<file path="config.mk">
export PLATFORM = sky130hd
export DESIGN_NAME = reg_bank
export DESIGN_NICKNAME = d
export VERILOG_FILES = /design/src/rtl/reg_bank_pkg.sv /design/src/rtl/reg_bank_irq.sv /design/src/rtl/reg_bank.sv
export SDC_FILE = /design/constraint.sdc
export NUM_CORES = 1
export LEC_CHECK = 0
export ABC_AREA = 1
export BUFFER_PORTS_ARGS = -buffer_cell sky130_fd_sc_hd__buf_4
export CAP_MARGIN = 20
export CORE_AREA = 3 3 140 277
export DETAILED_ROUTE_END_ITERATION = 16
export DIE_AREA = 0 0 143 280
export HOLD_SLACK_MARGIN = 0.06
export PLACE_DENSITY = 0.82
export SKIP_CTS_REPAIR_TIMING = 1
export SLEW_MARGIN = 5
export SYNTH_ARGS = -nofsm -noshare
export SYNTH_HDL_FRONTEND = slang
export SYNTH_SLANG_ARGS = --single-unit
</file>
<file path="constraint.sdc">
create_clock -name clk -period 7.95 [get_ports clk]
set_clock_uncertainty 0.2 [all_clocks]
set_input_delay 0 -clock clk [delete_from_list [all_inputs] [get_ports clk]]
set_output_delay 0 -clock clk [all_outputs]
set_load 0.01 [all_outputs]
</file>
<file path="src/rtl/reg_bank_pkg.sv">
// Shared constants and address-decode helpers for the reg_bank register file.
package reg_bank_pkg;

    // Offsets of the interrupt registers, counted from the end of the RO window.
    localparam int unsigned IRQ_STAT_OFS = 0;
    localparam int unsigned IRQ_EN_OFS   = 1;

    typedef enum logic [2:0] {
        REG_GP,
        REG_RO,
        REG_IRQ_STAT,
        REG_IRQ_EN,
        REG_UNMAPPED
    } region_e;

    function automatic region_e decode_region(input int unsigned addr,
                                              input int unsigned gp_num,
                                              input int unsigned ro_num);
        region_e r;
        if (addr < gp_num)
            r = REG_GP;
        else if (addr < gp_num + ro_num)
            r = REG_RO;
        else if (addr == gp_num + ro_num + IRQ_STAT_OFS)
            r = REG_IRQ_STAT;
        else if (addr == gp_num + ro_num + IRQ_EN_OFS)
            r = REG_IRQ_EN;
        else
            r = REG_UNMAPPED;
        return r;
    endfunction

endpackage

</file>
<file path="src/rtl/reg_bank_irq.sv">
// Interrupt block: rising-edge detect, sticky W1C status, enable mask, pending OR.
module reg_bank_irq #(
    parameter int IRQ_W = 8
) (
    input  logic             clk,
    input  logic             rst,
    input  logic [IRQ_W-1:0] irq_in,
    input  logic             stat_w1c,
    input  logic             en_we,
    input  logic [IRQ_W-1:0] wdata,
    output logic [IRQ_W-1:0] irq_stat,
    output logic [IRQ_W-1:0] irq_en,
    output logic             irq_pending
);

    logic [IRQ_W-1:0] irq_prev;
    logic             armed;
    logic [IRQ_W-1:0] rise;
    logic [IRQ_W-1:0] clr;

    // The first edge after reset only loads history, so lines already high
    // at release do not count as a rising edge.
    assign rise = armed ? (irq_in & ~irq_prev) : '0;
    assign clr  = stat_w1c ? wdata : '0;

    always_ff @(posedge clk or posedge rst) begin
        if (rst) begin
            irq_prev <= '0;
            armed    <= 1'b0;
            irq_stat <= '0;
            irq_en   <= '0;
        end else begin
            armed    <= 1'b1;
            irq_prev <= irq_in;
            irq_stat <= (irq_stat & ~clr) | rise;
            if (en_we)
                irq_en <= wdata;
        end
    end

    assign irq_pending = |(irq_stat & irq_en);

endmodule

</file>
<file path="src/rtl/reg_bank.sv">
// Register bank: GP r/w registers, read-only window, IRQ status/enable, two read ports.
// Optional macro REG_BANK_BYPASS_EN forwards same-cycle write data to the read ports.
module reg_bank
    import reg_bank_pkg::*;
#(
    parameter int              DATA_W      = 8,
    parameter int              ADDR_W      = 6,
    parameter int              GP_NUM      = 32,
    parameter int              RO_NUM      = 8,
    parameter int              IRQ_W       = 8,
    parameter logic [GP_NUM-1:0] STROBE_MASK = '0
) (
    input  logic                     clk,
    input  logic                     rst,
    input  logic                     w_enable,
    input  logic [ADDR_W-1:0]        w_addr,
    input  logic [DATA_W-1:0]        w_data,
    input  logic [ADDR_W-1:0]        r_addr_a,
    input  logic [ADDR_W-1:0]        r_addr_b,
    output logic [DATA_W-1:0]        r_data_a,
    output logic [DATA_W-1:0]        r_data_b,
    output logic [GP_NUM*DATA_W-1:0] gp_flat,
    input  logic [RO_NUM*DATA_W-1:0] ro_data,
    input  logic [IRQ_W-1:0]         irq_in,
    output logic                     irq_pending,
    output logic                     write_err
);

    if (GP_NUM + RO_NUM + 2 > 2**ADDR_W) begin : g_bad_map
        $error("reg_bank: address map does not fit in ADDR_W bits");
    end
    if (IRQ_W > DATA_W) begin : g_bad_irq
        $error("reg_bank: IRQ_W must not exceed DATA_W");
    end

    // Write port: a write is taken on any rising clk edge with w_enable=1.
    region_e                        w_region;
    logic                           w_gp;
    logic [GP_NUM-1:0][DATA_W-1:0]  gp_q;
    logic [IRQ_W-1:0]               irq_stat;
    logic [IRQ_W-1:0]               irq_en;

    assign w_region = decode_region(32'(w_addr), GP_NUM, RO_NUM);
    assign w_gp     = w_enable && (w_region == REG_GP);
    assign gp_flat  = gp_q;

    always_ff @(posedge clk or posedge rst) begin
        if (rst) begin
            gp_q <= '0;
        end else begin
            for (int i = 0; i < GP_NUM; i++) begin
                if (w_gp && (w_addr == ADDR_W'(i)))
                    gp_q[i] <= w_data;
                else if (STROBE_MASK[i])
                    gp_q[i] <= '0;
            end
        end
    end

    always_ff @(posedge clk or posedge rst) begin
        if (rst)
            write_err <= 1'b0;
        else
            write_err <= w_enable && ((w_region == REG_RO) || (w_region == REG_UNMAPPED));
    end

    reg_bank_irq #(.IRQ_W(IRQ_W)) u_irq (
        .clk         (clk),
        .rst         (rst),
        .irq_in      (irq_in),
        .stat_w1c    (w_enable && (w_region == REG_IRQ_STAT)),
        .en_we       (w_enable && (w_region == REG_IRQ_EN)),
        .wdata       (w_data[IRQ_W-1:0]),
        .irq_stat    (irq_stat),
        .irq_en      (irq_en),
        .irq_pending (irq_pending)
    );

    logic [ADDR_W-1:0] r_addr [2];
    logic [DATA_W-1:0] r_data [2];

    assign r_addr[0] = r_addr_a;
    assign r_addr[1] = r_addr_b;
    assign r_data_a  = r_data[0];
    assign r_data_b  = r_data[1];

    for (genvar p = 0; p < 2; p++) begin : g_rd
        region_e           r_region;
        logic [DATA_W-1:0] rd;

        always_comb begin
            rd       = '0;
            r_region = decode_region(32'(r_addr[p]), GP_NUM, RO_NUM);
            case (r_region)
                REG_GP: begin
                    for (int i = 0; i < GP_NUM; i++)
                        if (r_addr[p] == ADDR_W'(i))
                            rd = gp_q[i];
                end
                REG_RO: begin
                    for (int j = 0; j < RO_NUM; j++)
                        if (r_addr[p] == ADDR_W'(GP_NUM + j))
                            rd = ro_data[j*DATA_W +: DATA_W];
                end
                REG_IRQ_STAT: rd = DATA_W'(irq_stat);
                REG_IRQ_EN:   rd = DATA_W'(irq_en);
                default:      rd = '0;
            endcase
`ifdef REG_BANK_BYPASS_EN
            // Status is W1C, so forwarding w_data there would be meaningless.
            if (w_enable && (w_addr == r_addr[p])) begin
                if (w_region == REG_GP)
                    rd = w_data;
                else if (w_region == REG_IRQ_EN)
                    rd = DATA_W'(w_data[IRQ_W-1:0]);
            end
`endif
        end

        assign r_data[p] = rd;
    end

endmodule

</file>
Word level (Yosys, flattened, before mapping)
Index checks and enable logic that the tools add are counted.
Cells by class
  $lt $le $gt $ge: 6
  equality and inequality tests: 125
  mux-type cells: 96
  bitwise operators: 6
  reduce and logical (&&, ||, !) cells: 44
Operators by type and width (number)
  two-way mux 8 bit: 82
  == test 6 x 5 -> 1 bit (second input constant): 48
  == test 6 x 4 -> 1 bit (second input constant): 24
  == test 6 bit (second input constant): 22
  == test 6 x 3 -> 1 bit (second input constant): 12
  one-hot mux 8 bit (4 select lines): 2
  == test 6 x 2 -> 1 bit (second input constant): 6
  logical AND 1 bit: 36
  less-than comparator 6 bit (second input constant): 6
  two-way mux 3 bit: 12
  AND 8 bit: 3
  == test 3 x 2 -> 1 bit (second input constant): 6
  == test 6 x 1 -> 1 bit (second input constant): 3
  logical NOT 6 bit: 3
  inverter 8 bit: 2
  == test 3 x 1 -> 1 bit (second input constant): 3
  logical NOT 3 bit: 3
  bitwise OR 8 bit: 1
  OR reduction 8 bit: 1
  == test 3 bit (second input constant): 1
  logical OR 1 bit: 1
Storage, ports and cells
  flip-flop bits (word level): 282
  output and inout bits: 274
  word-level logic and storage cells: 314

Depth between registers and ports, before layout
  depth after elaboration: 34
  gate-level depth with buffers: 36
  gate-level depth less buffers: 36

Hierarchy
From an unflattened synthesis, not the netlist that was laid out.
Unflattened totals
  cells, all modules: 2410
  area total of the unflattened synthesis: 16280.6 sq um
Modules (own cells, without submodules)
  reg_bank: instances 1, cells each 2309, area each 15319.7 sq um, sequential area each 6431.2 sq um
  reg_bank_irq: instances 1, cells each 101, area each 960.9 sq um, sequential area each 625.6 sq um

Worst setup path before layout
No wires, ideal clock.
  kind: in2out
  from: in r_addr_a[5]
  to: out r_data_a[3]
  arrival time: 1.982 ns
  required time: 7.750 ns
  slack: 5.768 ns
  stages: 27
  path buffers: 0
  cell sequence: nor2_2 > inv_2 > nor2_4 > inv_2 > or2_0 > nand2_1 > nand2_1 > nand2_1 > nand2_1 > nand2_1 > nand2_1 > nand2_1 > nand4_1 > nor2_1 > nand4_1 > nor2_1 > nand4_1 > nand2_1 > nand2_1 > nand2_1 > nand2_1 > nand2_1 > nand2_1 > nand2_1 > nand2_1 > nand2_1 > nand2_1
On the way
  cells in the longest elaborated chain, start to end: 34
  elaborated cells between the ends (all ways): 93
RTL lines
  start, declared: RTL line reg_bank.sv:18  | input logic [ADDR_W-1:0] r_addr_a,
  logical NOT 6 bit: RTL line reg_bank.sv:97  | if (r_addr[p] == ADDR_W'(i))
  two-way mux 8 bit (32 in a row): RTL line reg_bank.sv:97
  one-hot mux 8 bit (4 select lines) (*): RTL line reg_bank.sv:94  | case (r_region)
  end, declared: RTL line reg_bank.sv:20  | output logic [DATA_W-1:0] r_data_a,
Every way passes the cells marked *; elsewhere a longest branch is shown, timed or not.

Worst setup path in the final report
  from: reg gp_q, in the netlist gp_flat[0]
  to: out r_data_a[0]
On the way
  cells in the longest elaborated chain, start to end: 33
RTL lines
  start, declared: RTL line reg_bank.sv:39  | logic [GP_NUM-1:0][DATA_W-1:0] gp_q;
  start signal, assigned by index: RTL line reg_bank.sv:53  | gp_q[i] <= w_data;
  two-way mux 8 bit (32 in a row): RTL line reg_bank.sv:97
  one-hot mux 8 bit (4 select lines): RTL line reg_bank.sv:94
No other way between the ends.

==> impl_results.md <==
- Pre-CTS setup slack: ~4.4 ns
- Switching Share: around 34%
- Port buffer count: 374
- Placed cell area: just under 0.02 sq mm
- Endpoints failing setup: 0
- Combinational share of power: 22.5%
- Fill cell instance count of the final layout: 3482
- Synth warn: 0
- Worst slew margin: roughly 31%
- Synth Net Count: 2555
- Placed Cells: 3226
- Largest net degree at the start of global routing: 182
- Chip height: about 280 um
- Detailed placement HPWL: 63400 um
- Final Non-Filler Cells: 3323
- CP Class: reg -> out
- Final Max Slew Viols: 0
- Final wirelength: 81500 um
- Status: completed
- Most common cell after layout, fill and taps aside: nand2_1
- Fin crit share: 49.3%
- Net Sw Power: 1.39 mW
- Area contributors post-synth: dfrtp_1, nand2_1, o21ai_0, inv_1, nor2_1
- Post-DRT Antenna Nets: 0
- Most frequent cells in the layout: nand2_1, buf_4, o21ai_0
- Worst vdd ir: 0.000219 V
- Synth unique cells: 40
- Slew @ Worst Pin: slightly above 1 ns
- Row count: between 90 and 100
- Internal power: between 2 and 3 mW
- Final hold slack: 0.119 ns
- Area leader, netlist: dfrtp_1
- Layout Nets: 2947
- Synth Register Bits: between 200 and 300
- Post-Syn Area per Cell: between 6 and 7 sq um
- CP Capture Type: output pin
- Sequential-to-total area share from yosys stat: 42.8%
- First-pass GRT wire length: about 120000 um
- Synth top area share: 42.8%
- Initial antenna violation count: 4
- I/O pin cnt: around 380
- WP data arrival: 3.72 ns
- Startpoint types: flop
- GR Util All Layers: roughly two fifths
- CTS root buffer: clkbuf_16
- Wire per inst: 24.5 um
- Via density: 5.74
- Clk Latency, worst-skew pair: between 0.5 and 0.6 ns
- Clock Tree Buf Depth: 3
- Clock Sinks: 282
- Final Hold Vio Count: 0
- Final Instance Area: 0.0210 sq mm
- Initial DRC count: about 1800
- Die ar.: 0.0400 sq mm
- Area growth syn-to-layout: 27.7%
- Leak: 10.2 nW
- Clk pwr share: 31.7%
- Post-Syn Area: roughly 0.016 sq mm
- Layout cells sized above 1: 17.7%
- Crit path time final: 3.92 ns
- GPL Wtd Cong: 1.03
- RSZ-0062 raised after global routing: no
- Fmax: between 200 and 300 MHz
- CTS clk-pin slew, worst paths: 0.07 ns
- Mapped Cells: 2454
- Vias: 19100
- Initial core utilization: 44.8%
- CTS tree: yes
- Die extent in x: 143 um
- Vias in the first global route: between 15000 and 20000
- Pwr Density: roughly 200 mW/mm^2
- Total core area: 0.0368 sq mm
- CTS Buf Count: 26
- TNS Setup: 0 ns
- # DRC: 0
- Max Cap Viol: 0
- Hold Crit Class: in -> reg
- Overflow after GRT: 0
- Final setup margin: 4.03 ns
- Critical-path maximum fanout: 4
- H-tree Lvls: 1
- Sequential share of power: 45.8%
- TritonRoute pass-1 iters: 6
- Final design utilization: a little under three fifths
- Critical path data required time: 7.75 ns
- Tot Pwr: between 4 and 5 mW
[logic make-up (layout without fill, tap and decap cells)]
group	count (synthesis)	count (layout)	share of synthesized area (%)
AND/OR/NAND/NOR	1290	1290	32.3
AO/OA/AOI/OAI	509	509	16.1
buffers and inverters	372	783	8.72
flip-flops	282	282	42.8
other	1	5	0.0228
[final timing paths]
path	to	slack [ns]	depth (start not counted)	startpoint
max	r_data_a[0]	4.03	23	gp_flat[0]
max reg2reg	gp_flat[135]	6.43	3	gp_flat[135]
max in group asynchronous	gp_flat[2]	5.62	5	rst
min in group asynchronous	gp_flat[144]	0.48	4	rst
min reg2reg	u_irq.irq_en[5]	0.28	2	u_irq.irq_en[5]
min	u_irq.irq_stat[1]	0.12	4	irq_in[1]
[cell usage after synthesis, drive strengths merged]
library cell / n
nand2: 923
o21ai: 348
inv: 300
dfrtp: 282
nor2: 213
a21oi: 113
nand4: 70
clkbuf: 60
nand3: 38
or2: 34
o22ai: 22
a221oi: 9
buf: 8
nor3: 7
a31oi: 4
o211ai: 4
a2111oi: 3
clkinv: 3
a22oi: 2
nand3b: 2
nor4: 2
o2111ai: 2
a211oi: 1
bufinv: 1
conb: 1
nor3b: 1
o221ai: 1
[worst max-delay path: stages (launching register included)]
cell     delay (ns)
dfrtp_1        0.43
nand2_1        0.09
o21ai_0        0.08
a21oi_1        0.17
nand4_1        0.24
o21ai_0        0.22
nand4_1        0.14
nand2_1        0.09
nand3_1        0.07
nand2_1        0.07
nand2_1        0.05
nand2_1        0.06
nand2_1        0.06
nand2_1        0.06
nand4_1        0.10
nor2_1         0.12
nand4_1        0.09
nor2_1         0.23
nand4_1        0.24
nand2_1        0.14
nand3_1        0.07
nand2_1        0.06
nand2_1        0.10
buf_4          0.17
[power groups by stage]
stage / Clock (mW) / Combinational [mW] / Sequential, mW
after detailed placement: 0 / 0.896 / 1.89
after CTS: 1.31 / 0.900 / 1.87
final: 1.30 / 0.927 / 1.88
after global placement: 0 / 0.875 / 1.90
after global routing: 1.36 / 1.00 / 1.89
after floorplan: 0 / 0.314 / 1.87
[final cells by class]
cell class	instances	area, sq um	share of cell area, %
multi-input combinational	1800	7990	38.0
sequential	282	7060	33.5
timing repair buffer	432	3370	16.0
inverter	304	1170	5.57
clock buffer	36	728	3.46
tap	454	568	2.70
clock inverter	11	140	0.666
antenna	4	10.0	0.0476
[state kept, by name, indices dropped and copies added (netlist names)]
register / count
gp_flat: 256
u_irq.armed: 1
write_err: 1
u_irq.irq_stat: 8
u_irq.irq_en: 8
u_irq.irq_prev: 8
[per-layer routing]
layer | wire [um] | share of wire, % | track usage (%) | up-vias
li1 | - | - | - | 8622
met1 | 26200 | 32 | 40.8 | 8901
met2 | 41800 | 51 | 69.5 | 1187
met3 | 5820 | 7.1 | 5.63 | 377
met4 | 7700 | 9.4 | 30.6 | 0
met5 | 0 | 0 | 0 | -
Note: power is estimated with default switching activity, not from simulation.
